### src/rtl/hex_display_driver_if.sv
// Load handshake bundle for hex_display_driver.
// master drives the update request; slave is the driver.
interface hex_display_driver_if #(
  parameter int NUM_DIGITS = 6
);
  logic [4*NUM_DIGITS-1:0] value;
  logic                    lz_en;
  logic                    load;
  logic                    ready;
  logic                    done;

  modport master (
    output value, lz_en, load,
    input  ready, done
  );

  modport slave (
    input  value, lz_en, load,
    output ready, done
  );
endinterface

### src/rtl/hex_display_driver.sv
// Multi-digit 7-segment driver: one shared decoder scans digits into
// a shadow register, then commits them together; LZ blanking + blink.
module hex_display_driver #(
  parameter int NUM_DIGITS = 6,
  parameter int ACTIVE_LOW = 1,
  parameter int BLINK_DIV  = 25000000
)(
  input  logic                    clk,
  input  logic                    resetn,
  hex_display_driver_if.slave     bus,
  input  logic [NUM_DIGITS-1:0]   blink_mask,
  output logic [7*NUM_DIGITS-1:0] segs
);

  localparam int IW = (NUM_DIGITS > 1) ? $clog2(NUM_DIGITS) : 1;
  localparam int CW = $clog2(BLINK_DIV);
  localparam logic [IW-1:0] TOP  = IW'(NUM_DIGITS - 1);
  localparam logic [CW-1:0] CMAX = CW'(BLINK_DIV - 1);
  localparam logic [6:0] OFF =
    (ACTIVE_LOW != 0) ? 7'h7F : 7'h00;

  typedef enum logic [1:0] {
    IDLE,
    SCAN,
    COMMIT
  } state_t;

  state_t state, state_n;

  logic [IW-1:0]           idx;
  logic [4*NUM_DIGITS-1:0] val_q;
  logic                    lz_q;
  logic                    ready_q;
  logic                    done_q;
  logic [6:0]              shadow [NUM_DIGITS];
  logic [6:0]              shown  [NUM_DIGITS];
  logic [CW-1:0]           cnt;
  logic                    phase;
  logic                    accept;
  logic [3:0]              nib;
  logic [6:0]              glyph;
  logic                    blank_d;
  logic [7*NUM_DIGITS-1:0] segs_n;

  assign accept    = (state == IDLE) && bus.load && ready_q;
  assign bus.ready = ready_q;
  assign bus.done  = done_q;

  // Select the nibble being scanned and decide LZ blanking for it.
  always_comb begin
    nib     = val_q[{idx, 2'b00} +: 4];
    blank_d = lz_q && (nib == 4'h0) && (idx != '0);
  end

  // Shared hex decoder, lit-high form (bit0 = a ... bit6 = g).
  always_comb begin
    glyph = 7'h00;
    unique case (nib)
      4'h0: glyph = 7'h3F;
      4'h1: glyph = 7'h06;
      4'h2: glyph = 7'h5B;
      4'h3: glyph = 7'h4F;
      4'h4: glyph = 7'h66;
      4'h5: glyph = 7'h6D;
      4'h6: glyph = 7'h7D;
      4'h7: glyph = 7'h07;
      4'h8: glyph = 7'h7F;
      4'h9: glyph = 7'h6F;
      4'hA: glyph = 7'h77;
      4'hB: glyph = 7'h7C;
      4'hC: glyph = 7'h39;
      4'hD: glyph = 7'h5E;
      4'hE: glyph = 7'h79;
      4'hF: glyph = 7'h71;
    endcase
  end

  // Next-state logic: IDLE -> SCAN -> COMMIT -> IDLE.
  always_comb begin
    state_n = state;
    unique case (state)
      IDLE:    if (accept) state_n = SCAN;
      SCAN:    if (idx == '0) state_n = COMMIT;
      COMMIT:  state_n = IDLE;
      default: state_n = IDLE;
    endcase
  end

  // State register, capture, scan index, handshake outputs.
  // ready stays low through the cycle done is high.
  always_ff @(posedge clk or negedge resetn) begin
    if (!resetn) begin
      state   <= IDLE;
      idx     <= '0;
      val_q   <= '0;
      lz_q    <= 1'b0;
      ready_q <= 1'b1;
      done_q  <= 1'b0;
    end else begin
      state   <= state_n;
      done_q  <= (state == COMMIT);
      ready_q <= (state == IDLE) && !accept;
      if (accept) begin
        val_q <= bus.value;
        lz_q  <= bus.lz_en;
        idx   <= TOP;
      end else if (state == SCAN) begin
        idx <= idx - 1'b1;
        if (nib != 4'h0) lz_q <= 1'b0;
      end
    end
  end

  // Shadow fill during scan; committed copy swaps in at COMMIT.
  always_ff @(posedge clk or negedge resetn) begin
    if (!resetn) begin
      for (int i = 0; i < NUM_DIGITS; i++) begin
        shadow[i] <= 7'h00;
        shown[i]  <= 7'h00;
      end
    end else begin
      if (state == SCAN)
        shadow[idx] <= blank_d ? 7'h00 : glyph;
      if (state == COMMIT)
        for (int i = 0; i < NUM_DIGITS; i++)
          shown[i] <= shadow[i];
    end
  end

  // Free-running blink timebase; phase flips on each wrap.
  always_ff @(posedge clk or negedge resetn) begin
    if (!resetn) begin
      cnt   <= '0;
      phase <= 1'b0;
    end else if (cnt == CMAX) begin
      cnt   <= '0;
      phase <= ~phase;
    end else begin
      cnt <= cnt + 1'b1;
    end
  end

  // Output mux: committed (or committing) digits with blink gating.
  always_comb begin
    logic [6:0] lit;
    lit    = 7'h00;
    segs_n = '0;
    for (int i = 0; i < NUM_DIGITS; i++) begin
      lit = (state == COMMIT) ? shadow[i] : shown[i];
      if (phase && blink_mask[i]) lit = 7'h00;
      segs_n[7*i +: 7] = (ACTIVE_LOW != 0) ? ~lit : lit;
    end
  end

  // Registered segment outputs.
  always_ff @(posedge clk or negedge resetn) begin
    if (!resetn) segs <= {NUM_DIGITS{OFF}};
    else         segs <= segs_n;
  end

endmodule

### src/flat_wrapper.sv
// flat-port wrapper written by rule: the top's interface ports become plain ports
module hex_display_driver_flat 
#(
  parameter int NUM_DIGITS = 6,
  parameter int ACTIVE_LOW = 1,
  parameter int BLINK_DIV  = 25000000
)
  (clk, resetn, blink_mask, segs, bus_value, bus_lz_en, bus_load, bus_ready, bus_done);
  hex_display_driver_if #(.NUM_DIGITS(NUM_DIGITS)) bus_i ();
  input  logic clk;
  input  logic resetn;
  input  logic [NUM_DIGITS-1:0] blink_mask;
  output logic [7*NUM_DIGITS-1:0] segs;
  input wire logic [$bits(bus_i.value)-1:0] bus_value;
  input wire logic [$bits(bus_i.lz_en)-1:0] bus_lz_en;
  input wire logic [$bits(bus_i.load)-1:0] bus_load;
  output wire logic [$bits(bus_i.ready)-1:0] bus_ready;
  output wire logic [$bits(bus_i.done)-1:0] bus_done;
  assign bus_i.value = bus_value;
  assign bus_i.lz_en = bus_lz_en;
  assign bus_i.load = bus_load;
  assign bus_ready = bus_i.ready;
  assign bus_done = bus_i.done;
  hex_display_driver #(.NUM_DIGITS(NUM_DIGITS), .ACTIVE_LOW(ACTIVE_LOW), .BLINK_DIV(BLINK_DIV)) u_core (.clk(clk), .resetn(resetn), .bus(bus_i), .blink_mask(blink_mask), .segs(segs));
endmodule
### config.mk
export PLATFORM = sky130hd
export DESIGN_NAME = hex_display_driver_flat
export DESIGN_NICKNAME = d
export VERILOG_FILES = /design/src/rtl/hex_display_driver_if.sv /design/src/rtl/hex_display_driver.sv /design/src/flat_wrapper.sv
export SDC_FILE = /design/constraint.sdc
export NUM_CORES = 1
export LEC_CHECK = 0
export ABC_AREA = 1
export CORE_MARGIN = 2
export CORE_UTILIZATION = 60
export CTS_BUF_LIST = sky130_fd_sc_hd__clkbuf_4 sky130_fd_sc_hd__clkbuf_8
export DETAILED_ROUTE_END_ITERATION = 12
export PLACE_DENSITY = 0.92
export SLEW_MARGIN = 0
export SYNTH_ARGS = -nofsm -noshare
export SYNTH_HDL_FRONTEND = slang
export SYNTH_SLANG_ARGS = --single-unit
### constraint.sdc
create_clock -name clk -period 3.1 [get_ports clk]
set_input_delay 0.62 -clock clk [delete_from_list [all_inputs] [get_ports clk]]
set_output_delay 0.62 -clock clk [all_outputs]
set_load 0.005 [all_outputs]
==> reports/qor.txt <==
Crit-path cells: inv_2 > nor2_2 > nand2_1 > nor2_1 > nor2_1 > nand2_1 > inv_1 > ha_1 > inv_1 > nor3_2 > nand3_2 > buf_4 > nand3_1 > nand2_1
Quantity of hold-fixing buffers added after cts: 0
Routed Antenna Nets: 0
Post-CTS setup buffer count: 0
Max clock buf depth: 2
Most common cell after layout, fill and taps aside: sky130_fd_sc_hd__nand2_1
Critical path endpoint category: flop
Cells after synthesis: 860
Clock tree from TritonCTS: done
Worst hold margin: 157.0 ps
TritonCTS buffer count: 17
Die extent in y: 117.7 µm
Antenna violations before repair: 0
Vias in the first global route: 6,120
Die area: 13,850 µm²
Initial cell density of the core: 61.43%
Clock tree sinks: 184
Critical-path cell with the highest stage delay: sky130_fd_sc_hd__dfrtp_1
Setup tns final: 0 ps
Vias per cell: 5.445
Half-perimeter wire length of the detailed placement result: 11.41 mm
Total length of routed met3 wires: 941 µm
Wire length of the first global-routing pass: 28.50 mm
Run status: finished, final reports clean
Count of port buffers added during placement: 77
Largest area contributor in the netlist: sky130_fd_sc_hd__dfrtp_1
Final-layout fill cell count: 904
Final instance count without filler cells: 1,125
Level count of the clock H-tree: 4
Worst Max-Slew Pin Slew: 820.7 ps
Leak pwr: 4.536 nW
Clock slew at reported path FFs: 100 ps
Setup violations, final: 0
Number of max-slew violations in the final report: 0
Leading post-synthesis cells by cell area: sky130_fd_sc_hd__dfrtp_1 46%, sky130_fd_sc_hd__nand2_1 17%, sky130_fd_sc_hd__dfstp_2 15%, sky130_fd_sc_hd__nand3_1 4.0%, sky130_fd_sc_hd__inv_1 2.9%
Kind of path behind the tightest hold check: primary input to async pin
Number of instances resized during post-cts repair: 0
Worst supply voltage drop on vdd: 0.6903 mV
Post-synth cell types: 34
Total power draw: 9.349 mW
Mean cell area of the mapped netlist: 9.014 µm²
Final antenna diode count: 0
Slack of the critical path: 539.6 ps
Pin count of the biggest net entering global routing: 79
Delay of the slowest cell on the worst path: 430 ps
WL met1: 6.910 mm
Insertion delay of the later-clocked pin in the worst-skew pair: 470 ps
Number of instances in the placed design: 1,093
Total number of yosys warnings: 0
Setup crit start kind: flop
Number of design-rule violations left by the first detailed-router iteration: 572
Data required, critical path: 3440 ps
Post-synthesis sequential element count: 184
Critical path start-end classification: flop to flop
Synthesis-to-finish area growth: 17.75%
Aggregate global routing overflow: 0
F_max: 390.6 MHz
Tcrit/Tclk final: 82.59%
Total number of placement rows: 41
RSZ-0062 raised after global routing: false
Total number of nets in the final design: 983
Std-Cell Core Area: 12,620 µm²
Die Span X: 117.7 µm
Routability congestion estimate: 0.9110
Post-placement setup slack: 614.8 ps
Pwr/cell area: 1024 nW/µm²
Synth top area share: 45.51%
Critical Path AT: 2900 ps
Total GRT Usage: 25.49%
Max Clock Skew: 16.75 ps
Post-detailed-routing wire length: 16.69 mm
Cell Area, Synth: 7752 µm²
Clock Tree Root: sky130_fd_sc_hd__clkbuf_8
Average wire length per cell after detail routing: 14.84 µm
Seq/Total Area, Yosys: 60.09%
Length of the first detailed-routing pass in iterations: 7
Synth Net Count: 903
Uppermost metal layer occupied by signal nets: met4
Most used cell, CP: sky130_fd_sc_hd__nand2_1
Post-layout min period: 2560 ps
Largest fanout on the critical path: 42
Leading cell types in the layout, fill and taps excluded: 352 x sky130_fd_sc_hd__nand2_1, 141 x sky130_fd_sc_hd__dfrtp_1, 76 x sky130_fd_sc_hd__clkdlybuf4s50_1, 62 x sky130_fd_sc_hd__nand3_1, 60 x sky130_fd_sc_hd__inv_1
Layout cells sized above 1: 11.65%
DR DRC count: 0
Top-Level Pins: 78
MaxCap Viol Count: 0
Via total after detailed routing: 6,126
Final Hold Fails: 0
Relative slew slack: 44.83%
Wire length on met2: 8.298 mm
-- cell families after synthesis --
logic type | synth area share [%]
adder cells (fa/ha/maj) | 1.453
AO/OA/AOI/OAI | 1.969
AND/OR/NAND/NOR | 28.49
XOR/XNOR | 1.469
buffers and inverters | 4.503
multiplexers | 2.034
flip-flops | 60.09
-- Yosys cell counts (all sizes together) --
| master | instances |
|---|---|
| nand2 | 354 |
| o22ai | 1 |
| clkinv | 1 |
| a21oi | 15 |
| xnor2 | 5 |
| nor3 | 17 |
| dfstp | 43 |
| clkbuf | 11 |
| nor4 | 5 |
| nand4 | 26 |
| a21boi | 1 |
| nor2 | 57 |
| buf | 12 |
| a31oi | 2 |
| ha | 9 |
| inv | 63 |
| nand3b | 2 |
| o211a | 1 |
| dfrtp | 141 |
| o21ai | 6 |
| nand3 | 64 |
| nor3b | 2 |
| xor2 | 8 |
| mux2 | 14 |
-- worst paths after layout --
kind                                           to       startpoint  depth (start not counted)  slack, ps
worst max-delay path            u_core.shadow[13]    u_core.idx[2]                         14        540
worst min-delay path              u_core.bus.done           resetn                          1        160
worst max register to register  u_core.shadow[13]    u_core.idx[2]                         14        540
worst min register to register    u_core.shown[5]  u_core.shown[5]                          2        470
max in group asynchronous         u_core.segs[15]           resetn                          2       2120
min in group clk                  u_core.shown[5]  u_core.shown[5]                          2        470
-- critical path: cells and delay by family (launching register included) --
| family | cells | cell delay (ps) |
|---|---|---|
| buffers and inverters | 4 | 670 |
| and+or+nand+nor | 9 | 1160 |
| DFF | 1 | 430 |
| adders and majority gates | 1 | 170 |
-- final cells by class --
cell class	instances	area, µm²	area share [%]
sequential	184	4658	51.03
multi-input combinational	589	2748	30.10
timing repair buffer	84	849.6	9.306
clock buffer	22	271.5	2.974
inverter	64	240.2	2.632
tap	172	215.2	2.357
clock inverter	10	146.4	1.604
-- where the power goes --
group | leakage [nW] | internal (mW) | switching, mW
sequential | 2.18 | 3.59 | 0.441
clock | 0.214 | 0.852 | 0.838
combinational | 2.14 | 1.37 | 2.26
-- stage by stage --
step / area (µm²) / utilization [%]
detailed placement: 8711 / 69.03
floorplan: 7752 / -
global route: 9129 / 72.34
finish: 9129 / 72.34
CTS: 9129 / 72.34
global placement: 8711 / 69.03
-- registers in the layout (all words and copies together), names as in the netlist --
signal,count
u_core.state,2
u_core.phase,1
u_core.segs,42
u_core.bus.ready,1
u_core.cnt,25
u_core.lz_q,1
u_core.val_q,24
u_core.idx,3
u_core.bus.done,1
u_core.shadow,42
u_core.shown,42
-- metal layers --
metal  vias to the layer above  global-route usage [%]
li1                       2875                       -
met1                      2977                   33.18
met2                       227                   41.10
met3                        47                   6.056
met4                         0                   11.30
met5                         -                       0
Note: power is estimated with default switching activity, not from simulation.
